[src/rtl/float_pkg.sv]
// Shared definitions for the single-precision float datapath (converters, adder, benches).
package float_pkg;

  localparam int FLOAT_BIAS = 127;
  localparam int EXP_W      = 8;
  localparam int FRAC_W     = 23;

  typedef struct packed {
    logic              sign;
    logic [EXP_W-1:0]  exponent;
    logic [FRAC_W-1:0] fraction;
  } float_t;

  typedef enum logic [1:0] {
    IDLE      = 2'd0,
    NORMALIZE = 2'd1,
    ROUND     = 2'd2,
    OUTPUT    = 2'd3
  } state_t;

endpackage

[src/rtl/leading_zero_count32.sv]
// Combinational leading-zero counter; an all-zero input reports 32.
module leading_zero_count32 (
  input  logic [31:0] value_i,
  output logic [5:0]  count_o
);

  // Scanning upward lets the highest set bit make the final assignment.
  always_comb begin
    count_o = 6'd32;
    for (int i = 0; i < 32; i++) begin
      if (value_i[i]) begin
        count_o = 6'(31 - i);
      end
    end
  end

endmodule

[src/rtl/int_to_float.sv]
// Multi-cycle 32-bit signed/unsigned integer to IEEE-754 single converter,
// round-to-nearest-even, one conversion in flight, valid/ready on both sides.
module int_to_float
  import float_pkg::*;
(
  input  logic        clk,
  input  logic        reset,
  input  logic        in_valid,
  output logic        in_ready,
  input  logic [31:0] int_in,
  input  logic        is_signed,
  output logic        out_valid,
  input  logic        out_ready,
  output logic [31:0] float_out,
  output logic        inexact
);

  state_t            state_q, state_d;
  logic              sign_q, sign_d;
  logic [31:0]       mag_q, mag_d;
  logic [30:0]       norm_q, norm_d;
  logic [EXP_W-1:0]  exp_q, exp_d;
  logic              zero_q, zero_d;
  float_t            res_q, res_d;
  logic              inexact_q, inexact_d;

  logic [5:0]        lz;
  logic [31:0]       shifted;
  logic              guardBit, stickyBit, roundUp;
  logic [FRAC_W:0]   mantSum;

  leading_zero_count32 u_lzc (
    .value_i (mag_q),
    .count_o (lz)
  );

  assign shifted   = mag_q << lz;
  assign guardBit  = norm_q[7];
  assign stickyBit = |norm_q[6:0];
  assign roundUp   = guardBit & (stickyBit | norm_q[8]);
  assign mantSum   = {1'b0, norm_q[30:8]} + {{FRAC_W{1'b0}}, roundUp};

  always_comb begin
    state_d   = state_q;
    sign_d    = sign_q;
    mag_d     = mag_q;
    norm_d    = norm_q;
    exp_d     = exp_q;
    zero_d    = zero_q;
    res_d     = res_q;
    inexact_d = inexact_q;
    unique case (state_q)
      IDLE: begin
        if (in_valid) begin
          // 2^31 still fits unsigned, so the most negative input needs no extra bit.
          sign_d  = is_signed & int_in[31];
          mag_d   = sign_d ? (~int_in + 32'd1) : int_in;
          state_d = NORMALIZE;
        end
      end
      NORMALIZE: begin
        norm_d  = shifted[30:0];
        exp_d   = EXP_W'(FLOAT_BIAS + 31) - {2'b00, lz};
        // After normalisation the top bit is clear only for a zero magnitude.
        zero_d  = ~shifted[31];
        state_d = ROUND;
      end
      ROUND: begin
        if (zero_q) begin
          res_d     = '0;
          inexact_d = 1'b0;
        end else begin
          res_d.sign     = sign_q;
          res_d.exponent = exp_q + {{(EXP_W-1){1'b0}}, mantSum[FRAC_W]};
          res_d.fraction = mantSum[FRAC_W-1:0];
          inexact_d      = guardBit | stickyBit;
        end
        state_d = OUTPUT;
      end
      OUTPUT: begin
        if (out_ready) begin
          state_d = IDLE;
        end
      end
      default: state_d = IDLE;
    endcase
  end

  always_ff @(posedge clk) begin
    if (reset) begin
      state_q   <= IDLE;
      sign_q    <= 1'b0;
      mag_q     <= '0;
      norm_q    <= '0;
      exp_q     <= '0;
      zero_q    <= 1'b0;
      res_q     <= '0;
      inexact_q <= 1'b0;
    end else begin
      state_q   <= state_d;
      sign_q    <= sign_d;
      mag_q     <= mag_d;
      norm_q    <= norm_d;
      exp_q     <= exp_d;
      zero_q    <= zero_d;
      res_q     <= res_d;
      inexact_q <= inexact_d;
    end
  end

  assign in_ready  = (state_q == IDLE);
  assign out_valid = (state_q == OUTPUT);
  assign float_out = res_q;
  assign inexact   = inexact_q;

endmodule

[config.mk]
export PLATFORM = sky130hd
export DESIGN_NAME = int_to_float
export DESIGN_NICKNAME = d
export VERILOG_FILES = /design/src/rtl/float_pkg.sv /design/src/rtl/leading_zero_count32.sv /design/src/rtl/int_to_float.sv
export SDC_FILE = /design/constraint.sdc
export NUM_CORES = 1
export LEC_CHECK = 0
export BUFFER_PORTS_ARGS = -buffer_cell sky130_fd_sc_hd__buf_2
export CORE_UTILIZATION = 55
export DETAILED_ROUTE_END_ITERATION = 12
export PLACE_DENSITY = 0.8
export SLEW_MARGIN = 20
export SYNTH_ARGS = -nofsm -noshare
export SYNTH_HDL_FRONTEND = slang
export SYNTH_SLANG_ARGS = --single-unit
[constraint.sdc]
create_clock -name clk -period 6.2 [get_ports clk]
set_input_delay 0 -clock clk [delete_from_list [all_inputs] [get_ports clk]]
set_output_delay 0 -clock clk [all_outputs]
set_load 0.03 [all_outputs]
==> insert_results.sql, run 1 <==
INSERT INTO impl_metrics (metric_group, metric, value, unit) VALUES
('status', 'run_status', 'finished clean', ''),
('global_route', 'grt_pass1_vias', '6770', ''),
('power', 'vdd.ir_drop.worst', '0.0003654', 'V'),
('logic_synthesis', 'xor_and_xnor_fraction_of_the_mapped_netlist_area', '6.279', '%'),
('power', 'total_leakage_power', '3.291', 'nW'),
('detailed_routing', 'drc', '0', ''),
('timing', 'clk_skew', '0.01206', 'ns'),
('timing', 'final_min_period', '3.543', 'ns'),
('placement', 'cell_total_after_placement', '1147', ''),
('logic_synthesis', 'synth_cells', '974', ''),
('timing', 'timing.final.setup_violations', '0', ''),
('power', 'pwr-share-comb', '63.4', '%'),
('power', 'power.switching', '0.002437', 'W'),
('logic_synthesis', 'synth-edff-count', '0', ''),
('floorplan', 'floorplan.io_pins', '72', ''),
('logic_synthesis', 'synth.net_count', '1021', ''),
('logic_synthesis', 'synth_sequential_area_ratio', '28.70', '%'),
('floorplan', 'overall_die_width', '119.0', 'µm'),
('global_route', 'largest_net_degree_at_the_start_of_global_routing', '77', ''),
('placement', 'place_hpwl', '14410', 'µm'),
('layout', 'multi_input_gate_area', '4920', 'µm²'),
('clocking', 'clockBufferDepth', '2', ''),
('clocking', 'post_cts.repair.setup_buffers', '0', ''),
('clocking', 'holdBufCountCts', '23', ''),
('clocking', 'clk_lat_worst_skew', '0.37', 'ns'),
('setup_path', 'cp-start-kind', 'flip-flop', ''),
('logic_synthesis', 'synthesis.area_per_instance', '7.733', 'µm²'),
('logic_synthesis', 'synthesized_area_fraction_occupied_by_ao_oa_aoi_and_oai_cells', '23.27', '%'),
('timing', 'final.setup.tns', '0', 'ns'),
('power', 'power.density_cell_area', '566.2', 'nW/µm²'),
('detailed_routing', 'drt_first_iter_violations', '575', ''),
('floorplan', 'std_cell_rows', '42', ''),
('clocking', 'cts_tree', 'done', ''),
('setup_path', 'crit_chain', 'or4_4 > o211a_1 > o21ai_4 > and2_1 > a21oi_1 > mux2_1 > mux2i_1 > a21oi_1 > a311oi_1', ''),
('setup_path', 'worst-path-max-fanout', '21', ''),
('timing', 'final_max_slew_viol_count', '0', ''),
('detailed_routing', 'wl_per_cell', '17.24', 'µm'),
('global_route', 'grt_pass1_wl', '34370', 'µm'),
('layout', 'n_fill_cell', '1172', ''),
('logic_synthesis', 'ys_async_sr_fraction', '0', '%'),
('floorplan', 'fp.dieH', '119.0', 'µm'),
('detailed_routing', 'wirelength', '20420', 'µm'),
('clocking', 'h-tree-depth', '3', ''),
('logic_synthesis', 'yosys-mux-area-fraction', '8.970', '%'),
('setup_path', 'timing.critical_path.mode_cell', 'sky130_fd_sc_hd__a21oi_1', ''),
('global_route', 'grt_overflow_total', '0', ''),
('power', 'seq_power_share', '24.6', '%'),
('setup_path', 'slowest_stage', 'sky130_fd_sc_hd__and2_1', ''),
('logic_synthesis', 'main_combinational_cell_family_by_area_after_synthesis', 'simple AND/OR/NAND/NOR gates', ''),
('logic_synthesis', 'postSynthRegisterBits', '108', ''),
('global_route', 'grtUsageTotal', '29.94', '%'),
('setup_path', 'timing.critical_path.slowest_cell_delay', '0.65', 'ns'),
('setup_path', 'worstSetupEndpointType', 'flip-flop', ''),
('timing', 'finalHoldViolations', '0', ''),
('logic_synthesis', 'synth_fa_ha_area_share', '1.661', '%'),
('layout', 'stdcell_count', '1185', ''),
('power', 'share_clk_of_total_power', '12.0', '%'),
('power', 'power.share.switching', '51.90', '%'),
('power', 'cellInternalPower', '0.002258', 'W'),
('timing', 'slew_headroom', '37.61', '%'),
('layout', 'diodes', '0', ''),
('placement', 'numPortBuffers', '71', ''),
('clocking', 'path_clk_slew', '0.07', 'ns'),
('detailed_routing', 'routed-via-count', '7191', ''),
('logic_synthesis', 'synth_flop_cell', 'sky130_fd_sc_hd__dfxtp_1', ''),
('min_path', 'hp-class', 'in -> reg', ''),
('detailed_routing', 'ant_nets', '0', ''),
('job', 'cap_violations', '0', ''),
('timing', 'grt_setup_unrepaired', 'no', ''),
('setup_path', 'path_class', 'reg -> reg', ''),
('layout', 'ff_latch_area', '2162', 'µm²');
-- routing by layer --
metal / share of wire (%) / vias to the layer above / track usage, %
li1: - / 3570 / -
met1: 45 / 3340 / 39.11
met2: 46 / 223 / 46.66
met3: 5.0 / 58 / 5.747
met4: 4.4 / 0 / 15.59
met5: 0 / - / 0
-- per-stage QoR --
| step | power, W | util (%) | hold slack [ns] | setup slack, ns | instance area (µm²) |
|---|---|---|---|---|---|
| after floorplan | 0.003442 | - | 0.1360 | 3.439 | 7532 |
| after global placement | 0.004042 | 58.58 | 0.2895 | 2.798 | 7789 |
| after detailed placement | 0.004056 | 58.58 | 0.2852 | 2.767 | 7789 |
| after CTS | 0.004629 | 62.37 | 0.002466 | 2.728 | 8292 |
| after global routing | 0.005022 | 62.37 | 0.02097 | 2.420 | 8292 |
| final | 0.004695 | 62.37 | 0.01094 | 2.657 | 8292 |
-- cell usage in the layout, fill, tap and decap left out, drive strengths merged, types with 31 or more instances in the layout --
master / count
nand3: 32
nand2: 78
a211oi: 31
nor2: 119
dfxtp: 108
a21oi: 77
buf: 79
o21ai: 44
xnor2: 32
mux2i: 48
nor2b: 33
-- worst paths after layout --
check / start / to / depth (start not counted) / slack (ns)
worst min-delay path: int_in[23] / mag_q[23]$_SDFFE_PP0P_ / 3 / 0.01
worst max register to register: mag_q[4]$_SDFFE_PP0P_ / norm_q[21]$_SDFFE_PP0N_ / 9 / 2.66
worst min register to register: float_out[21]$_SDFFE_PP0P_ / float_out[21]$_SDFFE_PP0P_ / 2 / 0.45
worst max-delay path: mag_q[4]$_SDFFE_PP0P_ / norm_q[21]$_SDFFE_PP0N_ / 9 / 2.66
-- kinds of logic after synthesis --
group | count (synthesis)
flops | 108
mux | 65
simple gates | 378
xor+xnor | 54
compound gates | 258
fa+ha+maj | 10
buf+inv | 101
-- state kept, by name, summed over array words and instances (netlist names) --
register,cells
float_out,32
mag_q,32
norm_q,31
exp_q,8
state_q,2
inexact,1
sign_q,1
zero_q,1
-- critical path, delay by kind of cell (launching register included) --
kind               cells  cell delay (ns)
AOI/OAI and AO/OA      5             1.20
muxes                  2             0.59
and+or+nand+nor        2             1.25
DFF                    1             0.41
-- synth_stat cells (all sizes together), types with 14 or more instances --
cell | count | share of area, %
nor2 | 119 | 6.0
dfxtp | 108 | 29
nand2 | 78 | 4.0
a21oi | 77 | 5.2
clkbuf | 53 | 2.7
mux2i | 48 | 6.4
o21ai | 44 | 3.1
nor2b | 33 | 2.7
nand3 | 32 | 2.1
xnor2 | 32 | 3.7
a211oi | 31 | 3.2
buf | 29 | 2.4
xor2 | 22 | 2.6
nand2b | 20 | 1.7
inv | 19 | 0.95
nor3 | 19 | 1.3
o211ai | 19 | 2.1
mux2 | 17 | 2.6
and3 | 15 | 1.2
nor4 | 15 | 1.5
or3 | 14 | 1.2
-- cell type report --
type	instances	area share, %
Tap cell	176	2.656
Sequential cell	108	26.08
Inverter	19	0.8601
Clock inverter	6	0.5734
Multi-Input combinational cell	765	59.33
Timing Repair Buffer	102	7.786
Clock buffer	9	2.716
-- power groups by stage --
stage	clock [W]	sequential (W)	combinational, W
final	0.000564	0.00115	0.00298
after detailed placement	0	0.00116	0.00289
after global placement	0	0.00115	0.00289
after global routing	0.000599	0.00119	0.00324
after floorplan	0	0.00104	0.00240
after CTS	0.000563	0.00115	0.00292
(Power assumes the default switching activity.)
==> inputs of run 2 (changes only) <==
- clock period: 6.2 -> 3.4 ns (I/O delays scaled with it)
==> run 2 against run 1 <==
Effect of this change: hold slack lost 0.0010 ns; largest cell class unchanged; total power is 87% higher; combinational power rose by 90%; non-clock buffer count rose by 27; final cell count is 2.3% higher; utilization grew 1.7 points; largest power group unchanged; setup slack got worse by 2.4 ns; design area is 2.7% higher; clock skew is 0.0015 ns lower; register-to-register slack worse by 2.4 ns; sequential power up 79%; die area stayed put.
==> insert_results.sql, run 2 (synthesis results as in run 1) <==
INSERT INTO impl_metrics (metric_group, metric, value, unit) VALUES
('placement', 'place_hpwl', '14740', 'µm'),
('timing', 'final_max_slew_viol_count', '0', ''),
('power', 'finalPower', '0.008789', 'W'),
('timing', 'finalHoldViolations', '0', ''),
('floorplan', 'floorplan.die_area', '14170', 'µm²'),
('detailed_routing', 'ant_nets', '0', ''),
('clocking', 'h-tree-depth', '3', ''),
('detailed_routing', 'wirelength', '20290', 'µm'),
('setup_path', 'critPathRequiredTime', '3.66', 'ns'),
('floorplan', 'initial_utilization', '56.65', '%'),
('floorplan', 'std_cell_rows', '42', ''),
('layout', 'diodes', '0', ''),
('setup_path', 'timing.critical_path.slowest_cell_delay', '0.55', 'ns'),
('setup_path', 'timing.critical_path.mode_cell', 'sky130_fd_sc_hd__mux2i_1', ''),
('power', 'power.density_cell_area', '1032', 'nW/µm²'),
('detailed_routing', 'wl_per_cell', '16.74', 'µm'),
('status', 'run_status', 'finished clean', ''),
('layout', 'post-route-cell-area', '8513', 'µm²'),
('timing', 'grt_setup_unrepaired', 'no', ''),
('setup_path', 'crit_arrival', '3.39', 'ns'),
('min_path', 'hp-class', 'in -> reg', ''),
('detailed_routing', 'routed-via-count', '7362', ''),
('detailed_routing', 'detailedRoute.firstPassIterationCount', '5', ''),
('placement', 'placedInstanceArea', '8006', 'µm²'),
('placement', 'placer_s_final_routability_congestion_estimate', '0.9548', ''),
('layout', 'mostFrequentLayoutCells', 'sky130_fd_sc_hd__nor2_1 (118), sky130_fd_sc_hd__dfxtp_1 (108), sky130_fd_sc_hd__nand2_1 (77), sky130_fd_sc_hd__a21oi_1 (76), sky130_fd_sc_hd__buf_2 (71)', ''),
('clocking', 'clockBufferDepth', '2', ''),
('power', 'total_leakage_power', '3.448', 'nW'),
('detailed_routing', 'drt_first_iter_violations', '693', ''),
('global_route', 'largest_net_degree_at_the_start_of_global_routing', '59', ''),
('timing', 'final.setup.tns', '0', 'ns'),
('detailed_routing', 'route.detailed.vias_per_inst', '6.074', ''),
('floorplan', 'fp.dieH', '119.0', 'µm'),
('timing', 'worst_slew_pin_slew', '0.9277', 'ns'),
('layout', 'layout-drive-gt1-share', '15.93', '%'),
('floorplan', 'overall_die_width', '119.0', 'µm'),
('setup_path', 'worstSetupEndpointType', 'flip-flop', ''),
('detailed_routing', 'drc', '0', ''),
('layout', 'area.growth.synth_to_final', '13.02', '%'),
('timing', 'final_min_period', '3.130', 'ns'),
('floorplan', 'core_region_area', '13300', 'µm²'),
('placement', 'numPortBuffers', '71', ''),
('layout', 'nets', '1079', ''),
('job', 'cap_violations', '0', ''),
('setup_path', 'cp-start-kind', 'flip-flop', ''),
('floorplan', 'floorplan.io_pins', '72', ''),
('global_route', 'grtUsageTotal', '29.05', '%'),
('setup_path', 'path_class', 'reg -> reg', ''),
('timing', 'timing.final.setup_violations', '0', ''),
('timing', 'clk_skew', '0.01060', 'ns'),
('global_route', 'antenna_found_initial', '0', ''),
('clocking', 'path_clk_slew', '0.08', 'ns'),
('timing', 'clock.fmax', '319.5', 'MHz'),
('setup_path', 'slowest_stage', 'sky130_fd_sc_hd__or4_1', ''),
('clocking', 'clk_lat_worst_skew', '0.36', 'ns'),
('setup_path', 'worst-path-max-fanout', '18', ''),
('timing', 'post-route-period-util', '92.05', '%'),
('layout', 'mostFrequentLayoutCell', 'sky130_fd_sc_hd__nor2_1', ''),
('power', 'vdd.ir_drop.worst', '0.0006251', 'V'),
('clocking', 'cts-buffers-inserted', '9', ''),
('clocking', 'cts_tree', 'done', ''),
('setup_path', 'crit_chain', 'or4_4 > o32ai_1 > o41a_1 > or4_1 > buf_4 > mux2i_1 > mux2i_1 > and3_1 > or3_1 > a22o_1', ''),
('global_route', 'grt_pass1_wl', '33580', 'µm'),
('global_route', 'grt_pass1_vias', '6796', ''),
('clocking', 'cts_root_buf', 'sky130_fd_sc_hd__clkbuf_16', ''),
('timing', 'slew_headroom', '38.15', '%'),
('clocking', 'tritoncts_num_sinks', '108', ''),
('global_route', 'grt_overflow_total', '0', '');
[run 2: changes by cell type in the layout (fill, tap and decap cells not counted)]
cell                            delta
sky130_fd_sc_hd__buf_4            +29
sky130_fd_sc_hd__clkinv_4          +1
sky130_fd_sc_hd__clkinvlp_4        -2
sky130_fd_sc_hd__bufinv_16         +1
sky130_fd_sc_hd__dlygate4sd3_1     -2
[run 2: timing repair]
| item | 4_1_cts | 5_1_grt |
|---|---|---|
| resized for setup | 0 | 0 |
| buffers inserted | 0 | 0 |
| hold buffers | 21 | 0 |
| endpoints found under the hold margin | 20 | 0 |
[run 2: final cells by class]
type	count	area (µm²)
well taps	176	220.2
fillers	1155	4782
flip-flops and latches	108	2162
repair buffers	129	843.3
clock buffers	9	225.2
clock inverters	6	71.32
multi-input cells	765	4920
inverters	19	71.32
[run 2: worst paths after layout]
kind                                      to  slack (ns)  depth (start not counted)                  startpoint
setup / recovery      norm_q[9]$_SDFFE_PP0N_        0.27                         10      mag_q[21]$_SDFFE_PP0P_
hold / removal         mag_q[6]$_SDFFE_PP0P_        0.01                          3                   int_in[6]
setup reg to reg      norm_q[9]$_SDFFE_PP0N_        0.27                         10      mag_q[21]$_SDFFE_PP0P_
hold reg to reg   float_out[20]$_SDFFE_PP0P_        0.45                          2  float_out[20]$_SDFFE_PP0P_
[run 2: critical path: cells and delay by family (launching register included)]
family,cells,cell delay [ns]
AND/OR/NAND/NOR,4,1.34
AO/OA/AOI/OAI,3,0.58
flip-flops,1,0.49
multiplexers,2,0.36
buffers and inverters,1,0.26
[run 2: per-layer routing]
layer / part of all wire (%) / GRT usage [%] / up-vias
li1: - / - / 3616
met1: 45 / 37.78 / 3414
met2: 46 / 47.13 / 277
met3: 5.8 / 5.029 / 55
met4: 3.4 / 12.50 / 0
met5: 0 / 0 / -
[run 2: through the flow]
step | utilization, % | cells | hold slack (ns) | worst slack [ns]
finish | 64.03 | 1212 | 0.009902 | 0.2703
global route | 64.03 | 1212 | 0.01812 | 0.1012
CTS | 64.03 | 1212 | 0.0009817 | 0.2847
detailed placement | 60.22 | 1176 | 0.2749 | 0.2965
global placement | 60.22 | 1176 | 0.2764 | 0.3612
floorplan | - | 974 | 0.1360 | 0.6394
[run 2: where the power goes]
| part | internal, W | switching [W] |
|---|---|---|
| registers | 0.00160 | 0.000458 |
| logic | 0.00223 | 0.00344 |
| clock network | 0.000575 | 0.000493 |
| total | 0.00440 | 0.00439 |
==> inputs of run 3 (changes only) <==
- SYNTH_HIERARCHICAL: not set -> 1
==> run 3 against run 2 <==
Effect of this change: clock-buffer cell count rose by 2; hold slack worse by 0.0034 ns; critical path depth shrank 1; setup slack got worse by 0.091 ns; sequential power down 2%; clock power fell by 9.7%; global-route usage fell by 1.8 points; register-to-register slack worse by 0.09 ns; largest power group unchanged; synthesized cell count decreased by 16%; critical path type unchanged; first-iteration DRC count fell by 23%; non-clock buffer count down 18.
==> insert_results.sql, run 3 <==
INSERT INTO impl_metrics (metric_group, metric, value, unit) VALUES
('floorplan', 'std_cell_rows', '40', ''),
('setup_path', 'crit_arrival', '3.49', 'ns'),
('detailed_routing', 'wl_per_cell', '16.01', 'µm'),
('layout', 'nets', '942', ''),
('job', 'cap_violations', '0', ''),
('detailed_routing', 'wirelength', '17080', 'µm'),
('layout', 'mostFrequentLayoutCells', 'sky130_fd_sc_hd__nor2_1 (114), sky130_fd_sc_hd__dfxtp_1 (108), sky130_fd_sc_hd__buf_2 (71), sky130_fd_sc_hd__nand2_1 (54), sky130_fd_sc_hd__a21oi_1 (51)', ''),
('clocking', 'h-tree-depth', '3', ''),
('detailed_routing', 'drt_first_iter_violations', '533', ''),
('global_route', 'grtUsageTotal', '27.26', '%'),
('logic_synthesis', 'syn-cell-area', '6843', 'µm²'),
('logic_synthesis', 'synthesis.area_per_instance', '8.325', 'µm²'),
('setup_path', 'worst-path-max-fanout', '15', ''),
('floorplan', 'fp.dieH', '113.5', 'µm'),
('clocking', 'cts_tree', 'done', ''),
('timing', 'postLayoutSetupSlackWorst', '0.1793', 'ns'),
('logic_synthesis', 'netlist_top_cells_area', 'sky130_fd_sc_hd__dfxtp_1 (32%), sky130_fd_sc_hd__nor2_1 (6.3%), sky130_fd_sc_hd__mux2i_1 (5.7%)', ''),
('layout', 'stdcell_count', '1067', ''),
('logic_synthesis', 'yosysTopAreaCellShare', '31.60', '%'),
('placement', 'numPortBuffers', '71', ''),
('logic_synthesis', 'yosysUniqueCellTypes', '63', ''),
('layout', 'mostFrequentLayoutCell', 'sky130_fd_sc_hd__nor2_1', ''),
('min_path', 'hp-class', 'in -> reg', ''),
('placement', 'placer_s_final_routability_congestion_estimate', '0.9440', ''),
('layout', 'area.growth.synth_to_final', '14.90', '%'),
('timing', 'post-route-period-util', '94.73', '%'),
('floorplan', 'overall_die_width', '113.5', 'µm'),
('logic_synthesis', 'synth_sequential_area_ratio', '31.60', '%'),
('layout', 'diodes', '0', ''),
('setup_path', 'path_class', 'reg -> reg', ''),
('clocking', 'cts_root_buf', 'sky130_fd_sc_hd__clkbuf_16', ''),
('setup_path', 'timing.critical_path.slowest_cell_delay', '0.87', 'ns'),
('timing', 'slew_headroom', '36.42', '%'),
('power', 'finalPower', '0.007495', 'W'),
('logic_synthesis', 'post-synth-top-count-cell', 'sky130_fd_sc_hd__nor2_1', ''),
('clocking', 'path_clk_slew', '0.06', 'ns'),
('power', 'power.density_cell_area', '953.2', 'nW/µm²'),
('global_route', 'largest_net_degree_at_the_start_of_global_routing', '48', ''),
('detailed_routing', 'detailedRoute.firstPassIterationCount', '5', ''),
('floorplan', 'floorplan.die_area', '12890', 'µm²'),
('clocking', 'cts-buffers-inserted', '9', ''),
('detailed_routing', 'ant_nets', '0', ''),
('floorplan', 'floorplan.io_pins', '72', ''),
('floorplan', 'core_region_area', '12060', 'µm²'),
('setup_path', 'critPathRequiredTime', '3.67', 'ns'),
('detailed_routing', 'drc', '0', ''),
('setup_path', 'slowest_stage', 'sky130_fd_sc_hd__a2111oi_0', ''),
('timing', 'finalHoldViolations', '0', ''),
('logic_synthesis', 'synth_flop_cell', 'sky130_fd_sc_hd__dfxtp_1', ''),
('timing', 'final_max_slew_viol_count', '0', ''),
('logic_synthesis', 'synth-edff-count', '0', ''),
('global_route', 'grt_overflow_total', '0', ''),
('setup_path', 'worstSetupEndpointType', 'flip-flop', ''),
('global_route', 'antenna_found_initial', '0', ''),
('logic_synthesis', 'yosys_warnings', '6', ''),
('placement', 'placement.setup.worst_slack', '0.2549', 'ns'),
('detailed_routing', 'route.detailed.vias_per_inst', '5.908', ''),
('detailed_routing', 'routed-via-count', '6304', ''),
('timing', 'worst_slew_pin_slew', '0.9296', 'ns'),
('status', 'run_status', 'finished clean', ''),
('timing', 'clk_skew', '0.008681', 'ns'),
('timing', 'timing.final.setup_violations', '0', ''),
('setup_path', 'timing.critical_path.mode_cell', 'sky130_fd_sc_hd__nor3_1', ''),
('setup_path', 'crit_chain', 'nor3_1 > o21ai_0 > a2111oi_0 > a221oi_4 > buf_4 > nor3_1 > nand2b_1 > nand4_1 > a21oi_1', ''),
('global_route', 'grt_pass1_wl', '28410', 'µm'),
('global_route', 'grt_pass1_vias', '5803', ''),
('clocking', 'tritoncts_num_sinks', '108', ''),
('power', 'total_leakage_power', '3.067', 'nW'),
('logic_synthesis', 'ys_async_sr_fraction', '0', '%'),
('logic_synthesis', 'synth.net_count', '868', ''),
('placement', 'cell_total_after_placement', '1037', ''),
('logic_synthesis', 'postSynthRegisterBits', '108', ''),
('floorplan', 'initial_utilization', '56.73', '%'),
('power', 'vdd.ir_drop.worst', '0.0005015', 'V'),
('timing', 'grt_setup_unrepaired', 'no', ''),
('placement', 'place_hpwl', '12450', 'µm'),
('timing', 'final.setup.tns', '0', 'ns'),
('timing', 'final_min_period', '3.221', 'ns'),
('layout', 'layout-drive-gt1-share', '18.13', '%'),
('clocking', 'clockBufferDepth', '2', ''),
('logic_synthesis', 'synth.largest_area_cell', 'sky130_fd_sc_hd__dfxtp_1', ''),
('layout', 'n_fill_cell', '1030', ''),
('clocking', 'clk_lat_worst_skew', '0.35', 'ns'),
('logic_synthesis', 'synth_cells', '822', ''),
('timing', 'clock.fmax', '310.5', 'MHz'),
('setup_path', 'cp-start-kind', 'flip-flop', ''),
('logic_synthesis', 'synthTopCellsByCount', 'sky130_fd_sc_hd__nor2_1 (114), sky130_fd_sc_hd__dfxtp_1 (108), sky130_fd_sc_hd__nand2_1 (54)', '');
run 3: cell count changes after synthesis, sizes merged, moves of 9 or more:
cell    change
a21oi      -26
or3        -11
mux2i       -9
clkbuf     -20
and3       -11
nand2b     -16
nand2      -24
buf        -14
nand3      -17
mux2       +13
mux4       +12
o21ai      -13
o211ai     -18
run 3: metrics by stage:
| step | utilization [%] | hold slack (ns) | cell area, µm² |
|---|---|---|---|
| 6_report | 65.19 | 0.006496 | 7863 |
| 5_1_grt | 65.19 | 0.02678 | 7863 |
| 4_1_cts | 65.13 | 0.001840 | 7856 |
| 3_5_place_dp | 61.59 | 0.2880 | 7428 |
| 3_3_place_gp | 61.59 | 0.2903 | 7428 |
| 2_1_floorplan | - | 0.1360 | 6843 |
run 3: final timing paths:
kind         cells past startpoint                        from                          to  slack (ns)
min                              3                  int_in[23]      mag_q[23]$_SDFFE_PP0P_       0.006
max                              9      mag_q[18]$_SDFFE_PP0P_     norm_q[24]$_SDFFE_PP0N_        0.18
min reg2reg                      2  float_out[21]$_SDFFE_PP0P_  float_out[21]$_SDFFE_PP0P_        0.45
max reg2reg                      9      mag_q[18]$_SDFFE_PP0P_     norm_q[24]$_SDFFE_PP0N_        0.18
run 3: power by group:
part | internal (W) | total, W | switching [W]
Combinational | 0.00199 | 0.00451 | 0.00252
Sequential | 0.00159 | 0.00202 | 0.000434
Clock | 0.000512 | 0.000966 | 0.000455
run 3: what timing repair did:
action,CTS,global route
setup buffers,0,0
hold buffers,16,0
resized for setup,0,0
endpoints found under the hold margin,18,0
run 3: layer usage:
metal | routed length [µm] | vias to the layer above | GRT usage [%]
met5 | 0 | - | 0
met2 | 8115 | 179 | 46.10
li1 | - | 3178 | -
met3 | 813 | 29 | 4.038
met1 | 7755 | 2918 | 35.51
met4 | 394 | 0 | 9.386
run 3: critical path, delay by kind of cell (launching register included):
family | cells | cell delay [ns]
AOI/OAI and AO/OA | 4 | 1.46
buffers and inverters | 1 | 0.27
and+or+nand+nor | 4 | 1.04
DFF | 1 | 0.38
run 3: final cells by class:
cell class              instances  area, µm²  area share (%)
inverters                      26      97.59           1.241
repair buffers                111      708.2           9.007
flip-flops and latches        108       2162           27.50
clock buffers                  11      242.7           3.087
multi-input cells             640       4417           56.17
well taps                     168      210.2           2.673
clock inverters                 3      25.02          0.3183
run 3: logic make-up after synthesis:
kind of cell,Yosys count,synth area share [%]
xor+xnor,56,7.168
buf+inv,74,4.279
simple gates,294,21.01
flops,108,31.60
mux,81,14.59
compound gates,200,19.71
fa+ha+maj,9,1.646
